### src/rtl/serial_sub_ctrl_pkg.sv
// Shared definitions for the bit-serial subtractor controller.
//   state_t : FSM state encoding (IDLE / SHIFT / DONE)
//   clog2   : constant ceil(log2(v)), never less than 1, used to size the bit counter
package serial_sub_ctrl_pkg;

  typedef enum logic [1:0] {
    ST_IDLE  = 2'd0,
    ST_SHIFT = 2'd1,
    ST_DONE  = 2'd2
  } state_t;

  // Width needed to count 0..v-1; a 1-bit floor keeps the counter declarable.
  function automatic int unsigned clog2(input int unsigned v);
    int unsigned r;
    int unsigned x;
    r = 0;
    x = (v > 0) ? v - 1 : 0;
    while (x > 0) begin
      r = r + 1;
      x = x >> 1;
    end
    return (r == 0) ? 1 : r;
  endfunction

endpackage

### src/rtl/serial_sub_ctrl_fs_cell.sv
// 1-bit full subtractor built from two cascaded half-subtractor stages.
//   a      : minuend bit
//   b      : subtrahend bit
//   bin    : borrow in
//   d_c    : difference bit a - b - bin (combinational)
//   bout_c : borrow out (combinational)
module serial_sub_ctrl_fs_cell (
  input  logic a,
  input  logic b,
  input  logic bin,
  output logic d_c,
  output logic bout_c
);

  logic d1;
  logic br1;
  logic br2;

  // First stage: a - b.
  assign d1  = a ^ b;
  assign br1 = ~a & b;

  // Second stage: (a - b) - bin.
  assign d_c    = d1 ^ bin;
  assign br2    = ~d1 & bin;
  assign bout_c = br1 | br2;

endmodule

### src/rtl/serial_sub_ctrl.sv
// Bit-serial WIDTH-bit subtractor: one full-subtractor cell is reused for every
// operand bit, LSB first, with the borrow held in a register between bits.
//   clk        : system clock, rising edge
//   rst        : asynchronous active-high reset
//   start      : request, accepted only in IDLE or DONE
//   a_in, b_in : minuend / subtrahend, captured on an accepted start
//   busy       : high while bits are being processed
//   done       : one-cycle pulse when diff/borrow_out take a new result
//   diff       : (A - B) mod 2^WIDTH, held until the next operation completes
//   borrow_out : 1 iff A < B (unsigned), held with diff
module serial_sub_ctrl
  import serial_sub_ctrl_pkg::*;
#(
  parameter int unsigned WIDTH = 8
) (
  input  logic             clk,
  input  logic             rst,
  input  logic             start,
  input  logic [WIDTH-1:0] a_in,
  input  logic [WIDTH-1:0] b_in,
  output logic             busy,
  output logic             done,
  output logic [WIDTH-1:0] diff,
  output logic             borrow_out
);

  localparam int unsigned CNT_W = clog2(WIDTH);

  state_t             state_q,  state_d;
  logic [WIDTH-1:0]   a_sh_q,   a_sh_d;
  logic [WIDTH-1:0]   b_sh_q,   b_sh_d;
  logic [WIDTH-1:0]   res_sh_q, res_sh_d;
  logic               brw_q,    brw_d;
  logic [CNT_W-1:0]   cnt_q,    cnt_d;
  logic [WIDTH-1:0]   diff_q,   diff_d;
  logic               borrow_q, borrow_d;
  logic               busy_q,   busy_d;
  logic               done_q,   done_d;

  logic cell_d_c;
  logic cell_bout_c;
  logic last_bit_c;

  // The single shared arithmetic cell.
  serial_sub_ctrl_fs_cell u_fs_cell (
    .a      (a_sh_q[0]),
    .b      (b_sh_q[0]),
    .bin    (brw_q),
    .d_c    (cell_d_c),
    .bout_c (cell_bout_c)
  );

  assign last_bit_c = (cnt_q == CNT_W'(WIDTH - 1));

  // State and datapath registers.
  always_ff @(posedge clk or posedge rst) begin
    if (rst) begin
      state_q  <= ST_IDLE;
      a_sh_q   <= '0;
      b_sh_q   <= '0;
      res_sh_q <= '0;
      brw_q    <= 1'b0;
      cnt_q    <= '0;
      diff_q   <= '0;
      borrow_q <= 1'b0;
      busy_q   <= 1'b0;
      done_q   <= 1'b0;
    end else begin
      state_q  <= state_d;
      a_sh_q   <= a_sh_d;
      b_sh_q   <= b_sh_d;
      res_sh_q <= res_sh_d;
      brw_q    <= brw_d;
      cnt_q    <= cnt_d;
      diff_q   <= diff_d;
      borrow_q <= borrow_d;
      busy_q   <= busy_d;
      done_q   <= done_d;
    end
  end

  // Next-state and datapath update.
  always_comb begin
    state_d  = state_q;
    a_sh_d   = a_sh_q;
    b_sh_d   = b_sh_q;
    res_sh_d = res_sh_q;
    brw_d    = brw_q;
    cnt_d    = cnt_q;
    diff_d   = diff_q;
    borrow_d = borrow_q;

    case (state_q)
      // DONE accepts start exactly like IDLE so operations can run back to back.
      ST_IDLE, ST_DONE: begin
        if (start) begin
          a_sh_d  = a_in;
          b_sh_d  = b_in;
          brw_d   = 1'b0;
          cnt_d   = '0;
          state_d = ST_SHIFT;
        end else begin
          state_d = ST_IDLE;
        end
      end

      ST_SHIFT: begin
        a_sh_d   = a_sh_q >> 1;
        b_sh_d   = b_sh_q >> 1;
        // Result enters at the MSB so bit 0 ends up at position 0 after WIDTH shifts.
        res_sh_d = {cell_d_c, res_sh_q[WIDTH-1:1]};
        brw_d    = cell_bout_c;
        cnt_d    = cnt_q + CNT_W'(1);
        if (last_bit_c) begin
          diff_d   = res_sh_d;
          borrow_d = cell_bout_c;
          state_d  = ST_DONE;
        end
      end

      default: begin
        state_d = ST_IDLE;
      end
    endcase
  end

  // Status flags are registered from the next state so they align with it.
  assign busy_d = (state_d == ST_SHIFT);
  assign done_d = (state_d == ST_DONE);

  assign busy       = busy_q;
  assign done       = done_q;
  assign diff       = diff_q;
  assign borrow_out = borrow_q;

endmodule

### config.mk
export PLATFORM = sky130hd
export DESIGN_NAME = serial_sub_ctrl
export DESIGN_NICKNAME = d
export VERILOG_FILES = /design/src/rtl/serial_sub_ctrl_pkg.sv /design/src/rtl/serial_sub_ctrl_fs_cell.sv /design/src/rtl/serial_sub_ctrl.sv
export SDC_FILE = /design/constraint.sdc
export NUM_CORES = 1
export LEC_CHECK = 0
export ABC_AREA = 1
export BUFFER_PORTS_ARGS = -buffer_cell sky130_fd_sc_hd__buf_2
export CAP_MARGIN = 20
export CORE_ASPECT_RATIO = 0.6
export CORE_MARGIN = 3
export CORE_UTILIZATION = 30
export CTS_CLUSTER_DIAMETER = 30
export DETAILED_ROUTE_END_ITERATION = 6
export HOLD_SLACK_MARGIN = 0.12
export PLACE_DENSITY_LB_ADDON = 0.12
export SETUP_SLACK_MARGIN = 0.1
export SYNTH_ARGS = -nofsm -noshare
export SYNTH_HDL_FRONTEND = slang
export SYNTH_SLANG_ARGS = --single-unit
### constraint.sdc
create_clock -name clk -period 1.91 [get_ports clk]
set_clock_uncertainty 0.15 [all_clocks]
set_input_delay 0.0955 -clock clk [delete_from_list [all_inputs] [get_ports clk]]
set_output_delay 0.0955 -clock clk [all_outputs]
set_load 0.1 [all_outputs]
* Word level (Yosys, flattened, before mapping)
Cells that the tools add are included.
** Cells by class
- Bitwise operators :: 7
- Mux-type cells :: 11
- Equality and inequality tests :: 6
- Reductions and logical operators :: 5
- Add/sub/neg operators :: 1
** Operator list (number)
- 8-bit one-hot mux with 2 select lines :: 2
- 8-bit two-way mux :: 2
- 3-bit one-hot mux with 2 select lines :: 1
- 2-bit by 1-bit == test with 1-bit output (second input constant) :: 2
- 2-bit == test (second input constant) :: 2
- 2-bit one-hot mux with 2 select lines :: 1
- 2-bit AND reduction :: 2
- 3-bit by 1-bit adder with 3-bit output (second input constant) :: 1
- 3-bit == test (second input constant) :: 1
- 3-bit two-way mux :: 1
- 1-bit AND :: 2
- 2-bit logical NOT :: 1
- 1-bit two-way mux :: 2
- 2-bit two-way mux :: 1
- 2-bit != test (second input constant) :: 1
- 1-bit inverter :: 2
- 1-bit one-hot mux with 2 select lines :: 1
- 2-bit nonzero test :: 1
- 2-bit OR reduction :: 1
- 1-bit bitwise XOR :: 2
- 1-bit bitwise OR :: 1
** Word-level totals
- Register bits :: 41
- Output and inout bits :: 11
- Bits of input ports :: 19

* Longest topological paths before layout
Gate-level depths: netlist of run 1.
- Word-level depth :: 5
- Mapped depth :: 8
- Gate-level depth less buffers :: 6

* Hierarchy
A second synthesis of run 1 with hierarchy kept.
** Second synthesis, totals
- Cells, all modules :: 223
- Area total of the unflattened synthesis :: 1863.0 um^2
** By module, submodules not included
- serial_sub_ctrl :: area each 1831.8 um^2, cells an instance 219, sequential area each 1001.0 um^2, times used 1
- serial_sub_ctrl_fs_cell :: area each 31.3 um^2, cells an instance 4, sequential area each 0.0 um^2, times used 1

* Worst setup path after synthesis of run 1
No wires, ideal clock.
- Path type :: flip-flop to flip-flop
- From :: register cnt_q[0]
- To :: register borrow_q (netlist: borrow_out)
- Data arrival time :: 1178 ps
- Path buffers :: 1
- Library setup time :: 68 ps
- Path slack :: 515 ps
- Cell stages (with the launch flop) :: 7
- Cell sequence :: dfrtp_1 > ha_1 > ha_1 > nand2_4 > buf_6 > nand2_1 > nand2_1
** On the way
- Longest elaborated chain between the ends :: 2
** Ends and longest elaborated chain
- start: declaration :: line serial_sub_ctrl.sv:34 : logic [CNT_W-1:0] cnt_q, cnt_d;
- start signal: assignment :: line serial_sub_ctrl.sv:74 : cnt_q <= cnt_d;
- 3-bit == test :: line serial_sub_ctrl.sv:53 : assign last_bit_c = (cnt_q == CNT_W'(WIDTH - 1));
- 2-bit AND reduction (no source line)
- end signal: assignment :: line serial_sub_ctrl.sv:76 : borrow_q <= borrow_d;
- end: declaration :: line serial_sub_ctrl.sv:36 : logic borrow_q, borrow_d;
Every way passes these cells.
A chain may end at the register's enable or synchronous reset.

* Worst setup path in the final report of run 1
- From :: register state_q[0]
- To :: register b_sh_q[7]
** On the way
- Longest elaborated chain between the ends :: 4
** Ends and longest elaborated chain
- start: declaration :: line serial_sub_ctrl.sv:29 : state_t state_q, state_d;
- start signal: assignment :: line serial_sub_ctrl.sv:69 : state_q <= state_d;
- 2-bit == test or 2-bit logical NOT (tied branches) :: line serial_sub_ctrl.sv:93 : case (state_q)
- 2-bit OR reduction :: line serial_sub_ctrl.sv:93
- 2-bit != test (no source line) or 2-bit nonzero test (tied branches)
- 2-bit AND reduction (no source line)
- end signal: assignment :: line serial_sub_ctrl.sv:71 : b_sh_q <= b_sh_d;
- end: declaration :: line serial_sub_ctrl.sv:31 : logic [WIDTH-1:0] b_sh_q, b_sh_d;
Several ways; a longest one is shown, not always the timed one.

==> results, run 1 <==
- The flow ran to the end, and the final reports show no timing, DRC or antenna violations.
- The shortest clock period the worst path allows after layout is 1.66 ns.
- Buffers inserted during clock tree synthesis total 5.
- The average detailed-routed wire length per instance is 10.9 µm.
- The share of the Yosys chip area taken by registers is 0.541.
- The depth of the most critical reg-to-reg path is 6.
- The hold violation count in the final report is 0.
- The post-route cell area is 0.00235 mm².
- Dividing total power by cell area gives a power density of between 1500 and 2000 mW/mm².
- The critical path class is flip-flop to flip-flop.
- In this run the static leakage power is 1.30 nW.
- The share of synthesized area in the top cell type comes to 0.541.
- The worst setup path is captured at a flip-flop.
- The pin slew with the least headroom to its limit is 0.510 ns.
- The number of unique standard cell types used by synthesis is 20.
- The number of optimization iterations in the first detailed-route pass is 4.
- The clock slew seen by the registers of the worst setup and hold paths is 0.08 ns.
- Ranked by total cell area, the synthesized netlist is headed by sky130_fd_sc_hd__dfrtp_1 54%, sky130_fd_sc_hd__nand2_1 15%, sky130_fd_sc_hd__inv_1 7.9%.
- The kind of cell adding the most delay to the critical path is buffers and inverters.
- The via-per-instance ratio is 4.00.
- The leftover overflow at the end of global routing is 0.
- The floorplan step set the die width to about 110 µm.
- The tool flagged a number of max-cap violations equal to 0.
- The H-tree was split into 2 levels.
- The remaining antenna violation count after routing is 0.
- Setup repair after global routing left no endpoint under its margin.
- The worst relative slew slack is 0.660.
- The number of standard cells after synthesis is 220.
- The synthesized area per cell is 8.42 µm².
- The synthesized netlist occupies a cell area of 0.00185 mm².
- The post-route setup TNS is 0 ns.
- The initial utilization of the core area, before any placement, comes to 0.320.
- The congestion estimate from routability-driven global placement came to 0.703.
- The count of antenna diodes in the layout is 0.
- The number of nets at the end of the flow is 294.
- The via total after detailed routing is 1407.
- The die is 66.9 µm tall.
- Dividing the final minimum period by the clock period gives 0.867.
- Pin placement for this block handled 30 I/O pins.
- At the worst endpoint, the arrival time is 1.72 ns.
- The maximum resistive drop on vdd is 0.614 mV.
- The proportion of layout cells with a drive suffix above 1 is 0.206.
- The slowest stage of the critical path belongs to the cell sky130_fd_sc_hd__dlygate4sd3_1.
- The number of nets in the synthesized netlist is 242.
- The via count of the first global-routing pass is around 1300.
- The post-synthesis sequential element count is 40.
- The critical path goes through inv_2, nand2_2, inv_1, nand2_1, dlygate4sd3_1, o21ai_0.
- The tree is rooted in a sky130_fd_sc_hd__clkbuf_8.
- In this run the worst hold path is classified as input port to asynchronous set/reset pin.
- The insertion delay of the later-clocked pin in the worst-skew pair is 0.29 ns.
- The number of remaining DRC errors is 0.
- The die covers between 0.007 and 0.008 mm².
- Entering global routing, the biggest net connects slightly above 40 pins.
- The internal reg-to-reg setup slack is 0.25 ns.
- The critical path required time is ~2.0 ns.
- The global-route usage over all layers is 0.120.
- The clock passes through at most 2 buffers.
- The CTS tree is done.
- The number of buffer and inverter instances along the worst setup path is 3.
- Summed over all nets, the half-perimeter wirelength after detailed placement is 2550 µm.
- Derived from the worst setup path, the maximum achievable clock frequency is 604 MHz.
- The layout overhead on the synthesized area is 27.1%.
- The standard cell area after detailed placement is ~0.0021 mm².
- The first-pass GRT wire length is 6500 µm.
- In this run the post-CTS setup repair buffer count came out at 0.
- Of all cell types, the one taking the most synthesized area is sky130_fd_sc_hd__dfrtp_1.
- The clock net in this run drives a total of 40 sinks.
- The final-report setup violation count is 0.
- Summed over all layers, the routed wires come to 3840 µm.
- In this run the critical register-to-register path is launched from state_q[0]$_DFF_PP0_.
- Buffers placed on the I/O ports in this run total 29.
- After floorplanning, the core was sized to cover 0.00578 mm².
- STA classifies the critical path startpoint as a flip-flop.
- The count of warnings emitted by yosys is 0.
- The first routing iteration left 57 violations.
- The number of max-slew violations in the final report was 0.
- The floorplan has 21 rows.
- The number of antenna violations at the first check in global routing is 0.
- For this run, the slowest stage of the critical path takes about 0.54 ns.
- The capture instance of the worst register-to-register path is b_sh_q[7]$_DFFE_PP0P_.
- The maximum fanout along the worst path is 7.
- In this run the number of cells on the critical path is 6.
[stage by stage]
step                 util  std cells  hold WS (ns)  setup slack, ns  total power [mW]
floorplan               -        220        0.0665            0.515              3.37
global placement    0.359        325         0.110            0.407              3.80
detailed placement  0.359        325         0.108            0.384              3.80
CTS                 0.407        352         0.333            0.174              4.39
global route        0.407        352         0.362            0.135              4.71
finish              0.407        352         0.320            0.254              4.33
[worst reg2reg max path, cell delays in order, from the launching register on]
cell and delay [ns]:
sky130_fd_sc_hd__dfrtp_2 0.47, sky130_fd_sc_hd__inv_2 0.11, sky130_fd_sc_hd__nand2_2 0.09, sky130_fd_sc_hd__inv_1 0.10, sky130_fd_sc_hd__nand2_1 0.05, sky130_fd_sc_hd__dlygate4sd3_1 0.54, sky130_fd_sc_hd__o21ai_0 0.07
[kinds of logic (layout without fill, tap and decap cells)]
| group | Yosys count | after routing | synth area share |
|---|---|---|---|
| adder cells (fa/ha/maj) | 3 | 3 | 0.0243 |
| AO/OA/AOI/OAI | 19 | 19 | 0.0655 |
| flip-flops | 40 | 40 | 0.541 |
| buffers and inverters | 51 | 103 | 0.119 |
| AND/OR/NAND/NOR | 107 | 107 | 0.251 |
[layout make-up]
class	instances	area, µm²
timing repair buffer	54	383
clock inverter	1	5.00
multi-input combinational	129	631
tap	80	100
inverter	42	160
sequential	40	1000
fill	616	3430
clock buffer	6	72.6
[timing repair]
action / CTS / global route
hold buffers: 20 / 0
gates resized for setup: 0 / 1
endpoints found under the hold margin: 58 / 0
setup endpoints to repair: 0 / 2
[report_power, final]
part	internal (mW)	total, mW	switching [mW]
Sequential	1.25	1.47	0.214
Combinational	0.624	2.32	1.69
Clock	0.249	0.541	0.292
Total	2.13	4.33	2.20
[how the worst max path moves through the flow]
stage | from | endpoint | slack (ns)
2_1_floorplan | cnt_q[0]$_DFFE_PP0P_ | borrow_out$_DFFE_PP0P_ | 0.51
3_3_place_gp | cnt_q[0]$_DFFE_PP0P_ | borrow_out$_DFFE_PP0P_ | 0.41
3_5_place_dp | cnt_q[0]$_DFFE_PP0P_ | diff[0]$_DFFE_PP0P_ | 0.38
4_1_cts | state_q[0]$_DFF_PP0_ | a_sh_q[7]$_DFFE_PP0P_ | 0.17
5_1_grt | state_q[0]$_DFF_PP0_ | b_sh_q[7]$_DFFE_PP0P_ | 0.14
6_report | state_q[0]$_DFF_PP0_ | b_sh_q[7]$_DFFE_PP0P_ | 0.25
[placed cells by master (no fill, tap or decap)]
| cell | instances |
|---|---|
| sky130_fd_sc_hd__nand3_1 | 28 |
| sky130_fd_sc_hd__dfrtp_1 | 39 |
| sky130_fd_sc_hd__clkbuf_8 | 5 |
| sky130_fd_sc_hd__ha_1 | 2 |
| sky130_fd_sc_hd__nand2_1 | 73 |
| sky130_fd_sc_hd__nand2_2 | 2 |
| sky130_fd_sc_hd__nor2_4 | 1 |
| sky130_fd_sc_hd__inv_4 | 1 |
| sky130_fd_sc_hd__a21oi_1 | 1 |
| sky130_fd_sc_hd__o21ai_0 | 11 |
| sky130_fd_sc_hd__o21ai_2 | 7 |
| sky130_fd_sc_hd__dfrtp_2 | 1 |
| sky130_fd_sc_hd__clkbuf_1 | 1 |
| sky130_fd_sc_hd__nand2_4 | 2 |
| sky130_fd_sc_hd__dlygate4sd3_1 | 20 |
| sky130_fd_sc_hd__fa_1 | 1 |
| sky130_fd_sc_hd__buf_4 | 5 |
| sky130_fd_sc_hd__inv_2 | 2 |
| sky130_fd_sc_hd__clkinv_2 | 1 |
| sky130_fd_sc_hd__nor2_1 | 1 |
| sky130_fd_sc_hd__buf_2 | 29 |
| sky130_fd_sc_hd__inv_1 | 39 |
[sequential cells by signal, indices dropped and copies added (netlist names)]
| register | flops |
|---|---|
| diff | 8 |
| state_q | 2 |
| busy | 1 |
| done | 1 |
| brw_q | 1 |
| a_sh_q | 8 |
| res_sh_q | 7 |
| b_sh_q | 8 |
| borrow_out | 1 |
| cnt_q | 3 |
[synth_stat cells]
| cell type | n |
|---|---|
| sky130_fd_sc_hd__o21ai_2 | 7 |
| sky130_fd_sc_hd__inv_2 | 2 |
| sky130_fd_sc_hd__inv_4 | 1 |
| sky130_fd_sc_hd__nand3_1 | 28 |
| sky130_fd_sc_hd__clkbuf_1 | 2 |
| sky130_fd_sc_hd__ha_1 | 2 |
| sky130_fd_sc_hd__o21ai_0 | 11 |
| sky130_fd_sc_hd__fa_1 | 1 |
| sky130_fd_sc_hd__nor2_4 | 1 |
| sky130_fd_sc_hd__inv_1 | 39 |
| sky130_fd_sc_hd__buf_6 | 2 |
| sky130_fd_sc_hd__clkbuf_2 | 1 |
| sky130_fd_sc_hd__dfrtp_1 | 40 |
| sky130_fd_sc_hd__nand2_4 | 2 |
| sky130_fd_sc_hd__nand2_2 | 2 |
| sky130_fd_sc_hd__nand2_1 | 73 |
| sky130_fd_sc_hd__buf_2 | 2 |
| sky130_fd_sc_hd__buf_4 | 2 |
| sky130_fd_sc_hd__a21oi_1 | 1 |
| sky130_fd_sc_hd__nor2_1 | 1 |
[metal layers]
layer | track usage | share of wire | routed length, µm
met2 | 0.160 | 0.37 | 1420
met3 | 0.0407 | 0.045 | 174
met4 | 0.0472 | 0.012 | 45
met5 | 0 | 0 | 0
met1 | 0.176 | 0.57 | 2200
(Power assumes the default switching activity.)
==> inputs of run 2 (changes only) <==
--- a/config.mk
+++ b/config.mk
@@ -15,7 +15,9 @@
 export DETAILED_ROUTE_END_ITERATION = 6
 export HOLD_SLACK_MARGIN = 0.12
 export PLACE_DENSITY_LB_ADDON = 0.12
+export REMOVE_ABC_BUFFERS = 1
 export SETUP_SLACK_MARGIN = 0.1
+export SKIP_CTS_REPAIR_TIMING = 1
 export SYNTH_ARGS = -nofsm -noshare
 export SYNTH_HDL_FRONTEND = slang
 export SYNTH_SLANG_ARGS = --single-unit
==> results, run 2 (synthesis gave the netlist of run 1 again) <==
- The worst setup path is captured at a flip-flop.
- The number of inserted filler cells in the final layout is 599 (-2.8%).
- The critical path required time came to 1.92 ns (-0.05 ns).
- The die extent in x came to 107 µm (unchanged).
- The count of antenna diodes in the layout is 0 (unchanged).
- The number of remaining DRC errors was 0 (unchanged).
- The flow ran to the end, and the final reports show no timing, DRC or antenna violations.
- The leftover overflow at the end of global routing is 0 (unchanged).
- The final core utilization is 0.409 (+0.00195).
- The number of buffer and inverter instances along the worst setup path was 4 (+1).
- The total half-perimeter wirelength after legalization and detailed placement is 2520 µm (-1.2%).
- The post-route setup TNS came to 0 ns (unchanged).
- The cell sitting at the root of the clock tree is a sky130_fd_sc_hd__clkbuf_8.
- The data arrival time of the critical path came to 1.59 ns (-0.13 ns).
- The clock net sink count is 40 (unchanged).
- The critical path class is input port to flip-flop.
- In this run the worst hold path is classified as flip-flop to flip-flop.
- The via total after detailed routing was 1442 (+2.5%).
- Walking the worst path, the cells encountered are dlygate4sd3_1, buf_2, nand2_2, inv_1, nand2_1, dlygate4sd3_1, o21ai_0.
- The power per cell area came to 1840 mW/mm² (about the same).
- The maximum fanout along the worst path is 4 (-3).
- The most critical setup path has its startpoint at start.
- The average detailed-routed wire length per instance is 10.9 µm (about the same).
- The final period utilization is 0.824 (-0.0427).
- The portion of total power attributed to the clock network is 0.131 (+0.006).
- The remaining antenna violation count after routing is 0 (unchanged).
- The cell count after placement is 325 (unchanged).
- The static power due to leakage is 1.31 nW (+0.40%).
- The startpoint identified for the worst hold timing path is diff[4]$_DFFE_PP0P_.
- The number of H-tree branching levels came to 2 (unchanged).
- The global-route usage over all layers is 0.115 (-0.00520).
- The shortest clock period the worst path allows after layout is 1.57 ns (-0.0816 ns).
- The maximum resistive drop on vdd is 0.645 mV (+5.0%).
- The switching part of the total power was 0.500 (-0.00821).
- The worst slack at placement is 0.377 ns (-0.00737 ns).
- The via-per-instance ratio is 4.08 (+2.2%).
- The number of antenna violations at the first check in global routing came to 0 (unchanged).
- The clock tree buffer depth is 2 (unchanged).
- The number of clock buffers inserted by TritonCTS is 5 (unchanged).
- The number of violations of the max-capacitance limit is 0 (unchanged).
- The highest attainable clock frequency came to 635 MHz (+5.2%).
- The part of the power in combinational logic came to 0.535 (about the same).
- Setup repair after global routing left no endpoint under its margin.
- The minimum setup slack in the final design is 0.336 ns (+0.0816 ns).
- The first-pass GRT wire length is 6350 µm (-2.2%).
- The maximum number of pins on one net before global-route repair is 41 (unchanged).
- The pin slew with the least headroom to its limit is 0.503 ns (-0.00692 ns).
- The CTS tree is done.
- The proportion of layout cells with a drive suffix above 1 is 0.201 (-0.00442).
- The clock slew seen by the registers of the worst setup and hold paths is 0.07 ns (about the same).
- The die area is 0.00718 mm² (unchanged).
- The insertion delay of the later-clocked pin in the worst-skew pair is 0.28 ns (about the same).
- The internal power summed over all cells is 2.17 mW (+2.1%).
- From synthesis to final layout, the design area changed by 27.7%.
- The number of input and output port buffers inserted came to 29 (unchanged).
- The cell repeated most along the worst path is sky130_fd_sc_hd__dlygate4sd3_1.
- The hold violation count in the final report is 0 (unchanged).
- The top-level port count is 30 (unchanged).
- The final instance count without filler cells was 353 (+0.28%).
- The delay contributed by the slowest stage of the critical path came to 0.53 ns (about the same).
- The worst setup path is launched from an input port.
- The height of the die is 66.9 µm (unchanged).
- In the layout the commonest cells are 73 x sky130_fd_sc_hd__nand2_1, 40 x sky130_fd_sc_hd__dfrtp_1, 39 x sky130_fd_sc_hd__inv_1.
- The number of nets at the end of the flow is 294 (unchanged).
- The worst relative slew slack is 0.665 (+0.00462).
- The net switching power was 2.17 mW (-1.2%).
- The number of max-slew violations in the final report came to 0 (unchanged).
- The library cell used most frequently in the layout, excluding fill and tap cells, is sky130_fd_sc_hd__nand2_1.
- The master of the slowest instance on the critical path is sky130_fd_sc_hd__dlygate4sd3_1.
- The kind of cell adding the most delay to the critical path is buffers and inverters.
- The final-report setup violation count is 0 (unchanged).
- The number of optimization iterations in the first detailed-route pass came to 4 (unchanged).
- The worst register-to-register path begins at state_q[0]$_DFF_PP0_.
- The final wirelength is 3850 µm (+0.26%).
- The number of DRC markers in iteration 0 is 43 (-25%).
- The count of standard-cell rows is 21 (unchanged).
- The area of the core is 0.00578 mm² (unchanged).
- The via count of the first global-routing pass is 1345 (-0.074%).
- The initial cell density of the core is 0.320 (unchanged).
- The placer's final routability congestion estimate is 0.691 (-1.7%).
- The part of the total power dissipated in sequential elements is 0.334 (-0.005).
==> run 2: cell count changes in the layout (fill, tap and decap cells not counted) <==
cell / delta
sky130_fd_sc_hd__clkbuf_8: +1
sky130_fd_sc_hd__clkinv_2: -1
sky130_fd_sc_hd__dfrtp_1: +1
sky130_fd_sc_hd__clkbuf_1: +1
sky130_fd_sc_hd__dfrtp_2: -1
==> run 2: layout make-up <==
| cell class | count | area, µm² | share of cell area |
|---|---|---|---|
| Clock buffer | 8 | 90.1 | 0.0381 |
| Multi-Input combinational cell | 129 | 631 | 0.267 |
| Timing Repair Buffer | 54 | 383 | 0.162 |
| Inverter | 42 | 160 | 0.0677 |
| Sequential cell | 40 | 1000 | 0.423 |
| Tap cell | 80 | 100 | 0.0423 |
==> run 2: final timing paths <==
kind	to	cells past startpoint	slack, ns
worst max-delay path	b_sh_q[7]$_DFFE_PP0P_	7	0.34
worst min-delay path	diff[4]$_DFFE_PP0P_	2	0.33
worst max register to register	b_sh_q[7]$_DFFE_PP0P_	6	0.34
worst min register to register	diff[4]$_DFFE_PP0P_	2	0.33
max in group asynchronous	b_sh_q[6]$_DFFE_PP0P_	4	0.92
min in group asynchronous	diff[3]$_DFFE_PP0P_	4	0.34
==> run 2: worst reg2reg max path: cells and delay by family (launching register included) <==
family                 cells  cell delay, ns
buffers and inverters      3            0.71
flip-flops                 1            0.41
AND/OR/NAND/NOR            2            0.13
AO/OA/AOI/OAI              1            0.08
==> run 2: power groups by stage <==
| stage | Clock [mW] | Combinational [mW] | Sequential [mW] |
|---|---|---|---|
| floorplan | 0 | 1.07 | 2.20 |
| global placement | 0 | 2.32 | 1.48 |
| detailed placement | 0 | 2.33 | 1.47 |
| CTS | 0.600 | 2.34 | 1.45 |
| global route | 0.634 | 2.63 | 1.51 |
| finish | 0.571 | 2.32 | 1.45 |
==> run 2: metal layers <==
layer / share of wire / up-vias / track usage
met5: 0 / - / 0
met4: 0.0075 / 0 / 0.0331
met3: 0.045 / 4 / 0.0397
met2: 0.41 / 20 / 0.166
met1: 0.54 / 647 / 0.163
li1: - / 771 / -
==> run 2: through the flow <==
stage	instance area [µm²]	hold WS, ns	power [mW]
2_1_floorplan	1790	0.0665	3.27
3_3_place_gp	2070	0.105	3.79
3_5_place_dp	2070	0.108	3.80
4_1_cts	2160	-0.211	4.39
5_1_grt	2360	0.358	4.77
6_report	2360	0.327	4.34
